`config.mk`:
```
export PLATFORM = sky130hd
export DESIGN_NAME = dsp_fetch_sequencer
export DESIGN_NICKNAME = d
export VERILOG_FILES = /design/src/rtl/dsp_fetch_sequencer.sv
export SDC_FILE = /design/constraint.sdc
export NUM_CORES = 1
export LEC_CHECK = 0
export ABC_AREA = 1
export CAP_MARGIN = 20
export CORE_ASPECT_RATIO = 1.1
export CORE_MARGIN = 5
export CORE_UTILIZATION = 26
export CTS_CLUSTER_SIZE = 24
export DETAILED_ROUTE_END_ITERATION = 6
export PLACE_DENSITY = 0.49
export SLEW_MARGIN = 10
export SYNTH_ARGS = -nofsm -noshare
export SYNTH_HDL_FRONTEND = slang
export SYNTH_SLANG_ARGS = --single-unit
```
`constraint.sdc`:
```
create_clock -name clk -period 2.8 [get_ports clk]
set_clock_uncertainty 0.2 [all_clocks]
set_input_delay 0.84 -clock clk [delete_from_list [all_inputs] [get_ports clk]]
set_output_delay 0.84 -clock clk [all_outputs]
set_load 0.05 [all_outputs]
```
`src/rtl/dsp_fetch_sequencer.sv`:
```
// Program counter and instruction-fetch sequencer: issues imem requests, tags fetched words
// with their PC, redirects on taken branches and provides run/halt control.
module dsp_fetch_sequencer #(
  parameter int unsigned ADDR_W     = 10,
  parameter int unsigned RESET_ADDR = 0,
  parameter int unsigned CNT_W      = 16
) (
  input  logic              clk,
  input  logic              rst,
  input  logic              run,
  input  logic              halt_req,
  input  logic              stall,
  output logic              imem_req,
  output logic [ADDR_W-1:0] imem_addr,
  input  logic              imem_ack,
  output logic              fetch_valid,
  output logic [ADDR_W-1:0] fetch_pc,
  input  logic              branch_valid,
  input  logic              jump_flag,
  input  logic [ADDR_W-1:0] jump_addr,
  output logic              flush,
  output logic [1:0]        state,
  output logic [CNT_W-1:0]  taken_count
);

  typedef enum logic [1:0] {
    StIdle     = 2'd0,
    StFetch    = 2'd1,
    StRedirect = 2'd2,
    StHalt     = 2'd3
  } state_e;

  localparam logic [ADDR_W-1:0] ResetPc = ADDR_W'(RESET_ADDR);

  state_e             state_q, state_d;
  logic [ADDR_W-1:0]  pc_q, pc_d;
  logic               fetch_valid_q, fetch_valid_d;
  logic [ADDR_W-1:0]  fetch_pc_q, fetch_pc_d;
  logic               flush_q, flush_d;
  logic [CNT_W-1:0]   taken_count_q, taken_count_d;
  logic               accept;
  logic               taken;

  // Request depends only on registered state and stall, never on imem_ack.
  assign imem_req  = (state_q == StFetch) && !stall;
  assign imem_addr = pc_q;
  assign accept    = imem_req && imem_ack;
  assign taken     = branch_valid && jump_flag && (state_q == StFetch || state_q == StHalt);

  always_comb begin
    state_d       = state_q;
    pc_d          = pc_q;
    fetch_valid_d = 1'b0;
    fetch_pc_d    = fetch_pc_q;
    flush_d       = 1'b0;
    taken_count_d = taken_count_q;

    if (taken) begin
      pc_d    = jump_addr;
      flush_d = 1'b1;
      if (taken_count_q != {CNT_W{1'b1}}) begin
        taken_count_d = taken_count_q + 1'b1;
      end
    end

    unique case (state_q)
      StIdle: begin
        pc_d = ResetPc;
        if (run) state_d = StFetch;
      end
      StFetch: begin
        if (taken) begin
          // A same-cycle accept is on the wrong path; drop it.
          state_d = halt_req ? StHalt : StRedirect;
        end else begin
          if (accept) begin
            pc_d          = pc_q + 1'b1;
            fetch_valid_d = 1'b1;
            fetch_pc_d    = pc_q;
          end
          if (halt_req) state_d = StHalt;
        end
      end
      StRedirect: state_d = StFetch;
      StHalt: begin
        if (!taken && run && !halt_req) state_d = StFetch;
      end
      default: state_d = StIdle;
    endcase
  end

  always_ff @(posedge clk or posedge rst) begin
    if (rst) begin
      state_q       <= StIdle;
      pc_q          <= ResetPc;
      fetch_valid_q <= 1'b0;
      fetch_pc_q    <= '0;
      flush_q       <= 1'b0;
      taken_count_q <= '0;
    end else begin
      state_q       <= state_d;
      pc_q          <= pc_d;
      fetch_valid_q <= fetch_valid_d;
      fetch_pc_q    <= fetch_pc_d;
      flush_q       <= flush_d;
      taken_count_q <= taken_count_d;
    end
  end

  assign fetch_valid = fetch_valid_q;
  assign fetch_pc    = fetch_pc_q;
  assign flush       = flush_q;
  assign state       = state_q;
  assign taken_count = taken_count_q;

endmodule

```
==> flow_metrics.tcl, run 1 <==
set metrics [dict create \
    dr.pass1.iters 4 \
    viasPerCell 4.446 \
    crit_type "primary input to output pin" \
    grt_overflow 0 \
    syn_inst 281 \
    synthToLayoutAreaGrowth_pct 38.81 \
    cts.reportedPaths.clkPinSlew_ps 80 \
    antenna_cells 0 \
    clockBufferDepth 2 \
    hold_slack_ps 293.0 \
    drt-initial-drc-count 45 \
    gp_congestion 0.8401 \
    path_cells "clkdlybuf4s50_1 -> nor2_1 -> buf_12" \
    grt_pass1_vias 2018 \
    finalSetupViolCount 0 \
    clock-sinks 40 \
    fin_nets 364 \
    fp.dieH_um 105.4 \
    outcome "completed" \
    start_util_pct 26.92 \
    fin_cells 453 \
    reg2reg_depth 6 \
    placedCellCount 445 \
    cp_max_fo 2 \
    slowest_delay_ps 430 \
    startpoint_type "primary input" \
    rows 34 \
    core_area_sq_mm 0.007998 \
    die_area_sq_mm 0.01020 \
    worst_setup_path_end_kind "output pin" \
    final_common_cell "nand2_1" \
    synth.distinct_cells 30 \
    synth-edff-count 0 \
    cts_hold_buf 0 \
    power_leakage_nw 1.361 \
    required_ps 1760 \
    ys_ff_latch 40 \
    fin_crit_sh_pct 97.01 \
    cts_buffers 5 \
    portBuffers 58 \
    netlist_area_sq_mm 0.002153 \
    worstPathArrival_ps 1680 \
    ys.flop_type "dfrtp_1" \
    fin_tns_setup_ps 0 \
    post-cts-setup-buffers 0 \
    wire_per_inst_um 13.11 \
    async_flop_share_pct 100.0 \
    final-hold-violation-count 0 \
    io_pins 59 \
    layout-drive-gt1-share_pct 8.696 \
    relSlewSlack_pct 63.33 \
    cts_htree_levels 2 \
    hold_class "flip-flop to flip-flop" \
    timing.fmax_mhz 368.1 \
    cts_root_buf "clkbuf_8" \
    power.density_mw_per_mm2 768.3 \
    yosysSeqAreaShare_pct 46.48 \
    fp.dieW_um 96.77 \
    postSynthAreaPerCell_sq_um 7.663 \
    tightest_slew_ps 549.9 \
    drv_cap 0 \
    hold_path_depth 2 \
    wl_um 5941 \
    post_cts_resized 0 \
    drtAntennaViolNets 0 \
    grt_antenna_before_repair 0 \
    post_dp_cell_area_sq_mm 0.002863 \
    dp_hpwl_um 4488 \
    slew_viol_final 0 \
    ir_worst_vdd_mv 0.2428 \
    yosysWarnings 0 \
    grt_pass1_wl_um 10070 \
    rsz0062_at_grt "no" \
    fin_crit_ps 2716 \
    crit_path_top_delay_cell "clkdlybuf4s50_1" \
    most-common-layout-cells "94 x nand2_1, 56 x clkdlybuf4s50_1, 40 x dfrtp_1, 26 x nor2_1" \
    p_total_mw 2.297 \
    grtUsageTotal_pct 12.08 \
    drcViolationCount 0 \
    cts_tree "yes" \
    finish.instance_area_sq_mm 0.002989 \
    grt_max_degree 41 \
    vias 2014 \
    syn-num-nets 301 \
    clkLatencyLatePin_ps 290 \
]
==> state kept, by name, summed over array words and instances, names as in the netlist <==
register,count
fetch_pc,10
state,2
fetch_valid,1
imem_addr,10
flush,1
taken_count,16
==> path summary, 6_finish.rpt <==
| path | startpoint | end | slack, ps |
|---|---|---|---|
| max | stall | imem_req | 80 |
| max in group asynchronous | rst | fetch_valid | 1270 |
| min in group asynchronous | rst | taken_count[15] | 780 |
| min | fetch_pc[5] | fetch_pc[5] | 290 |
| max reg2reg | taken_count[0] | taken_count[10] | 850 |
| min reg2reg | fetch_pc[5] | fetch_pc[5] | 290 |
==> metrics by stage <==
stage                     utilization (%)  worst slack (ps)
after floorplan                         -             187.7
after global placement              35.79             87.30
after detailed placement            35.79             57.27
after CTS                           37.37             73.13
after global routing                37.37             36.16
final                               37.37             83.62
==> worst max-delay path, delay by kind of cell <==
family | cells | cell delay, ps
buf+inv | 2 | 600
simple gates | 1 | 230
==> metal layers <==
layer	vias up	global-route usage [%]	share of wire [%]
met5	-	0	0
met4	0	4.514	1.6
met3	5	3.567	5.3
met2	48	20.27	48
met1	939	14.67	45
li1	1022	-	-
==> final cells by class <==
class / count / area, sq um
Sequential cell: 40 / 1001
Fill cell: 871 / 5009
Multi-Input combinational cell: 208 / 1003
Clock inverter: 1 / 30.03
Timing Repair Buffer: 63 / 625.6
Tap cell: 108 / 135.1
Clock buffer: 7 / 96.34
Inverter: 26 / 97.59
==> report_power, final <==
part / internal (mW) / total, mW / leakage [nW] / switching (mW)
clock network: 0.315 / 0.523 / 0.0645 / 0.208
logic: 0.320 / 0.955 / 0.796 / 0.635
registers: 0.690 / 0.818 / 0.501 / 0.128
==> Yosys cell counts, types with 2 or more instances <==
cell type / instances / area share, %
a21oi_1: 10 / 2.3
nand4_1: 3 / 0.87
ha_1: 2 / 1.2
nand3_1: 13 / 3.0
xor2_1: 6 / 2.4
buf_2: 2 / 0.46
nand2_2: 3 / 0.87
buf_4: 2 / 0.70
xnor2_1: 6 / 2.4
o21ai_2: 2 / 0.81
inv_1: 24 / 4.2
o21ai_1: 2 / 0.46
nand2_1: 94 / 16
dfrtp_1: 40 / 46
or2_2: 2 / 0.58
nor3_1: 3 / 0.70
nor2_1: 26 / 4.5
o21ai_0: 24 / 5.6
a31oi_1: 2 / 0.58
buf_6: 2 / 1.0
nor2_2: 4 / 1.2
==> kinds of logic (layout without fill, tap and decap cells) <==
| kind of cell | Yosys count | in the layout | synth area share (%) |
|---|---|---|---|
| flops | 40 | 40 | 46.48 |
| simple gates | 152 | 152 | 30.16 |
| fa+ha+maj | 2 | 2 | 1.162 |
| buf+inv | 33 | 97 | 6.914 |
| xor+xnor | 12 | 12 | 4.881 |
| compound gates | 42 | 42 | 10.40 |
No activity file was read; power rests on OpenSTA's default activity.
==> inputs of run 2 (changes only) <==
--- a/config.mk
+++ b/config.mk
@@ -10,7 +10,9 @@
 export CORE_ASPECT_RATIO = 1.1
 export CORE_MARGIN = 5
 export CORE_UTILIZATION = 26
-export CTS_CLUSTER_SIZE = 24
+export CTS_BUF_LIST = sky130_fd_sc_hd__clkbuf_16
+export CTS_CLUSTER_DIAMETER = 30
+export CTS_CLUSTER_SIZE = 25
 export DETAILED_ROUTE_END_ITERATION = 6
 export PLACE_DENSITY = 0.49
 export SLEW_MARGIN = 10
==> run 2 against run 1 <==
Against the previous run: critical path depth did not move; sequential share of layout area down 0.40 points; combinational power barely moved; utilization rose by 0.45 points; critical endpoint unchanged; largest power group unchanged.
==> flow_metrics.tcl, run 2 (synthesis results as in run 1) <==
set metrics [dict create \
    outcome "completed" \
    path_cells "clkdlybuf4s50_1 -> nor2_1 -> buf_12" \
    share_comb_of_total_power_pct 39.6 \
    cts_htree_levels 2 \
    slew_viol_final 0 \
    drcViolationCount 0 \
    core_area_sq_mm 0.007998 \
    grt_pass1_wl_um 9998 \
    gp_congestion 0.8401 \
    crit_path_top_delay_cell "clkdlybuf4s50_1" \
    cts.reportedPaths.clkPinSlew_ps 60 \
    cp_num_buf_inv 2 \
    post-cts-setup-buffers 0 \
    clock-sinks 40 \
    dp_hpwl_um 4488 \
    p_sw_uw 980.9 \
    layout-drive-gt1-share_pct 8.116 \
    pwr-share-clk_pct 26.3 \
    fp.dieW_um 96.77 \
    min-delay-start "fetch_pc[5]" \
    post_dp_cell_area_sq_mm 0.002863 \
    vias 2007 \
    ir_worst_vdd_mv 0.2907 \
    cts_buffers 5 \
    swShare_pct 40.76 \
    antenna_cells 0 \
    cts_tree "yes" \
    viasPerCell 4.430 \
    drtAntennaViolNets 0 \
    fin_crit_sh_pct 97.01 \
    rsz0062_at_grt "no" \
    dr.pass1.iters 4 \
    portBuffers 58 \
    post_cts_resized 0 \
    crit_type "primary input to output pin" \
    start_util_pct 26.92 \
    startpoint_type "primary input" \
    clockBufferDepth 2 \
    tightest_slew_ps 551.5 \
    grtUsageTotal_pct 11.87 \
    rows 34 \
    slowest_delay_ps 430 \
    cp_max_fo 2 \
    worstPathArrival_ps 1680 \
    finalSetupViolCount 0 \
    timing.fmax_mhz 368.1 \
    hold_path_depth 2 \
    final_common_cell "nand2_1" \
    r2r_start "taken_count[0]" \
    p_int_mw 1.426 \
    grt_pass1_vias 2007 \
    power_leakage_nw 1.375 \
    required_ps 1760 \
    cts_hold_buf 0 \
    drv_cap 0 \
    fin_nets 364 \
    fin_crit_ps 2716 \
    grt_antenna_before_repair 0 \
    die_area_sq_mm 0.01020 \
    path_delay_family "buffers and inverters" \
    largest_reg_flops 16 \
    grt_max_degree 41 \
    grt_overflow 0 \
    cp_num_cells 3 \
    final-hold-violation-count 0 \
    fp.dieH_um 105.4 \
    reg2reg_depth 6 \
    power.density_mw_per_mm2 795.6 \
    placedCellCount 445 \
    seq_power_share_pct 34.1 \
    finish.instance_area_sq_mm 0.003025 \
    clkLatencyLatePin_ps 280 \
    drt-initial-drc-count 51 \
    wl_um 5882 \
    worst_setup_path_end_kind "output pin" \
    crit_start "stall" \
    cts_root_buf "clkbuf_16" \
    fin_tns_setup_ps 0 \
    relSlewSlack_pct 63.23 \
    hold_class "flip-flop to flip-flop" \
    most-common-layout-cells "94 x nand2_1, 56 x clkdlybuf4s50_1, 40 x dfrtp_1, 26 x nor2_1" \
    io_pins 59 \
    wire_per_inst_um 12.98 \
    fin_cells 453 \
    synthToLayoutAreaGrowth_pct 40.50 \
]
==> run 2: changes by cell type in the layout (fill, tap and decap cells not counted), sizes merged <==
cell	before	now
clkinv	1	3
clkbuf	7	5
==> run 2: final timing paths <==
kind | endpoint | slack (ps)
worst min register to register | fetch_pc[5] | 290
worst max register to register | taken_count[10] | 860
max in group asynchronous | imem_addr[9] | 1250
worst max-delay path | imem_req | 80
min in group asynchronous | taken_count[15] | 790
worst min-delay path | fetch_pc[5] | 290
==> run 2: area by class of cell <==
| type | count | area, sq um |
|---|---|---|
| fillers | 868 | 4972 |
| multi-input cells | 208 | 1003 |
| flip-flops and latches | 40 | 1001 |
| repair buffers | 63 | 625.6 |
| well taps | 108 | 135.1 |
| clock buffers | 5 | 125.1 |
| inverters | 26 | 97.59 |
| clock inverters | 3 | 37.54 |
==> run 2: tightest hold or removal path, delay by kind of cell (launching register included) <==
kind | cells | cell delay (ps)
compound gates | 1 | 60
simple gates | 1 | 50
flops | 1 | 340
==> run 2: stage by stage <==
stage               hold slack, ps  util [%]  setup slack [ps]  power [mW]
floorplan                    558.0         -             187.7       1.447
global placement             271.3     35.79             87.30       1.791
detailed placement           276.6     35.79             57.27       1.794
CTS                          291.7     37.83             73.13       2.445
global route                 325.1     37.83             36.16       2.542
finish                       287.3     37.83             83.59       2.407
==> run 2: power groups by stage <==
stage / registers (mW) / clock network, mW / logic, mW
2_1_floorplan: 1.20 / 0 / 0.243
3_3_place_gp: 0.834 / 0 / 0.957
3_5_place_dp: 0.833 / 0 / 0.962
4_1_cts: 0.824 / 0.655 / 0.965
5_1_grt: 0.843 / 0.679 / 1.02
6_report: 0.821 / 0.632 / 0.954
==> run 2: metal layers <==
layer / global-route usage, % / up-vias / wire (um)
met5: 0 / - / 0
met2: 19.97 / 40 / 2854
met3: 3.369 / 4 / 252
met1: 14.79 / 937 / 2736
met4: 3.611 / 0 / 38
li1: - / 1026 / -
==> inputs of run 3 (changes only) <==
--- a/config.mk
+++ b/config.mk
@@ -9,12 +9,12 @@
 export CAP_MARGIN = 20
 export CORE_ASPECT_RATIO = 1.1
 export CORE_MARGIN = 5
-export CORE_UTILIZATION = 26
+export CORE_UTILIZATION = 45
 export CTS_BUF_LIST = sky130_fd_sc_hd__clkbuf_16
 export CTS_CLUSTER_DIAMETER = 30
 export CTS_CLUSTER_SIZE = 25
 export DETAILED_ROUTE_END_ITERATION = 6
-export PLACE_DENSITY = 0.49
+export PLACE_DENSITY = 0.76
 export SLEW_MARGIN = 10
 export SYNTH_ARGS = -nofsm -noshare
 export SYNTH_HDL_FRONTEND = slang
==> run 3 against run 2 <==
Against the previous run: sequential cell count unchanged; sequential share of layout area up 0.44 points; largest power group unchanged; utilization up 26 points; critical endpoint unchanged; global-route usage up 6.6 points; clock-buffer cell count unchanged.
==> flow_metrics.tcl, run 3 (synthesis results as in run 1) <==
set metrics [dict create \
    wl_um 5424 \
    dr.pass1.iters 5 \
    core_area_sq_mm 0.004652 \
    r2r_start "state[1]" \
    cts_root_buf "clkbuf_16" \
    ir_worst_vdd_mv 0.4704 \
    cts_buffers 5 \
    gp_congestion 0.8385 \
    power.density_mw_per_mm2 811.0 \
    rows 26 \
    fp.dieW_um 75.96 \
    startpoint_type "primary input" \
    clkLatencyLatePin_ps 280 \
    min-delay-start "fetch_pc[2]" \
    most-common-layout-cells "94 x nand2_1, 57 x clkdlybuf4s50_1, 40 x dfrtp_1, 26 x nor2_1" \
    crit_start "stall" \
    portBuffers 58 \
    placedCellCount 396 \
    finalSetupViolCount 0 \
    layout-drive-gt1-share_pct 8.621 \
    antenna_cells 0 \
    cts_tree "yes" \
    rsz0062_at_grt "no" \
    final_common_cell "nand2_1" \
    cp_max_fo 2 \
    clockBufferDepth 2 \
    nFillCells 436 \
    post-cts-setup-buffers 0 \
    fin_tns_setup_ps 0 \
    drv_cap 0 \
    largest_reg_flops 16 \
    wire_per_inst_um 13.43 \
    grt_max_degree 41 \
    fin_crit_sh_pct 97.22 \
    dp_hpwl_um 3961 \
    cts_htree_levels 2 \
    tightest_slew_ps 526.4 \
    synthToLayoutAreaGrowth_pct 38.64 \
    cts_hold_buf 0 \
    clock-sinks 40 \
    crit_type "primary input to output pin" \
    share_comb_of_total_power_pct 40.0 \
    finish.instance_area_sq_mm 0.002985 \
    grt_pass1_wl_um 9287 \
    grt_pass1_vias 2037 \
    grtUsageTotal_pct 18.45 \
    dp_slack_ps 73.93 \
    post_dp_cell_area_sq_mm 0.002823 \
    drcViolationCount 0 \
    post_cts_resized 0 \
    worst_setup_path_end_kind "output pin" \
    hold_class "flip-flop to flip-flop" \
    io_pins 59 \
    fin_util_pct 64.17 \
    slew_viol_final 0 \
    final.setup.worst_slack_ps 77.82 \
    grt_overflow 0 \
    fp.dieH_um 82.55 \
    die_area_sq_mm 0.006270 \
    p_sw_uw 988.4 \
    pwr-share-clk_pct 26.5 \
    viasPerCell 5.094 \
    swShare_pct 40.83 \
    drt-initial-drc-count 84 \
    fin_cells 404 \
    p_int_mw 1.433 \
    fin_crit_ps 2722 \
    worstPathArrival_ps 1680 \
    drtAntennaViolNets 0 \
    relSlewSlack_pct 64.90 \
    final-hold-violation-count 0 \
    cts.reportedPaths.clkPinSlew_ps 60 \
    vias 2058 \
    grt_antenna_before_repair 0 \
    required_ps 1760 \
    power_leakage_nw 1.389 \
    outcome "completed" \
    timing.fmax_mhz 367.4 \
    fin_nets 367 \
    start_util_pct 46.29 \
    seq_power_share_pct 33.5 \
]
run 3: cell types whose count changed in the layout (fill, tap and decap cells not counted), sizes merged:
cell,previous run,this run
buf,7,9
clkdlybuf4s50,56,57
run 3: power groups by stage:
stage	registers, mW	clock network (mW)	logic (mW)
floorplan	1.20	0	0.243
global placement	0.817	0	0.957
detailed placement	0.819	0	0.972
CTS	0.811	0.646	0.977
global route	0.832	0.672	1.03
finish	0.811	0.642	0.967
run 3: layer usage:
layer  vias up  share of wire, %  GRT usage [%]
met5         -                 0              0
met4         0               2.0          8.541
met3        10               6.3          4.989
met2        59                49          31.59
met1       962                43          21.75
li1       1027                 -              -
run 3: cell type report:
| cell class | count | area [sq um] | area share (%) |
|---|---|---|---|
| multi-input cells | 208 | 1003 | 33.61 |
| clock inverters | 3 | 37.54 | 1.257 |
| inverters | 26 | 97.59 | 3.269 |
| flip-flops and latches | 40 | 1001 | 33.53 |
| clock buffers | 5 | 125.1 | 4.191 |
| repair buffers | 66 | 650.6 | 21.79 |
| well taps | 56 | 70.07 | 2.347 |
run 3: per-stage QoR:
stage / hold slack (ps) / power (mW)
2_1_floorplan: 558.0 / 1.447
3_3_place_gp: 269.5 / 1.775
3_5_place_dp: 275.5 / 1.791
4_1_cts: 288.6 / 2.435
5_1_grt: 315.4 / 2.535
6_report: 282.8 / 2.421
run 3: worst paths after layout:
check	slack, ps	end	depth (start not counted)
worst max-delay path	80	imem_req	3
worst min-delay path	280	fetch_pc[2]	2
worst max register to register	960	imem_addr[3]	7
worst min register to register	280	fetch_pc[2]	2
max in group asynchronous	1270	taken_count[2]	3
min in group asynchronous	790	fetch_pc[3]	3
run 3: critical path, cell delays in order:
cell and delay [ps]:
clkdlybuf4s50_1 430, nor2_1 230, buf_12 170
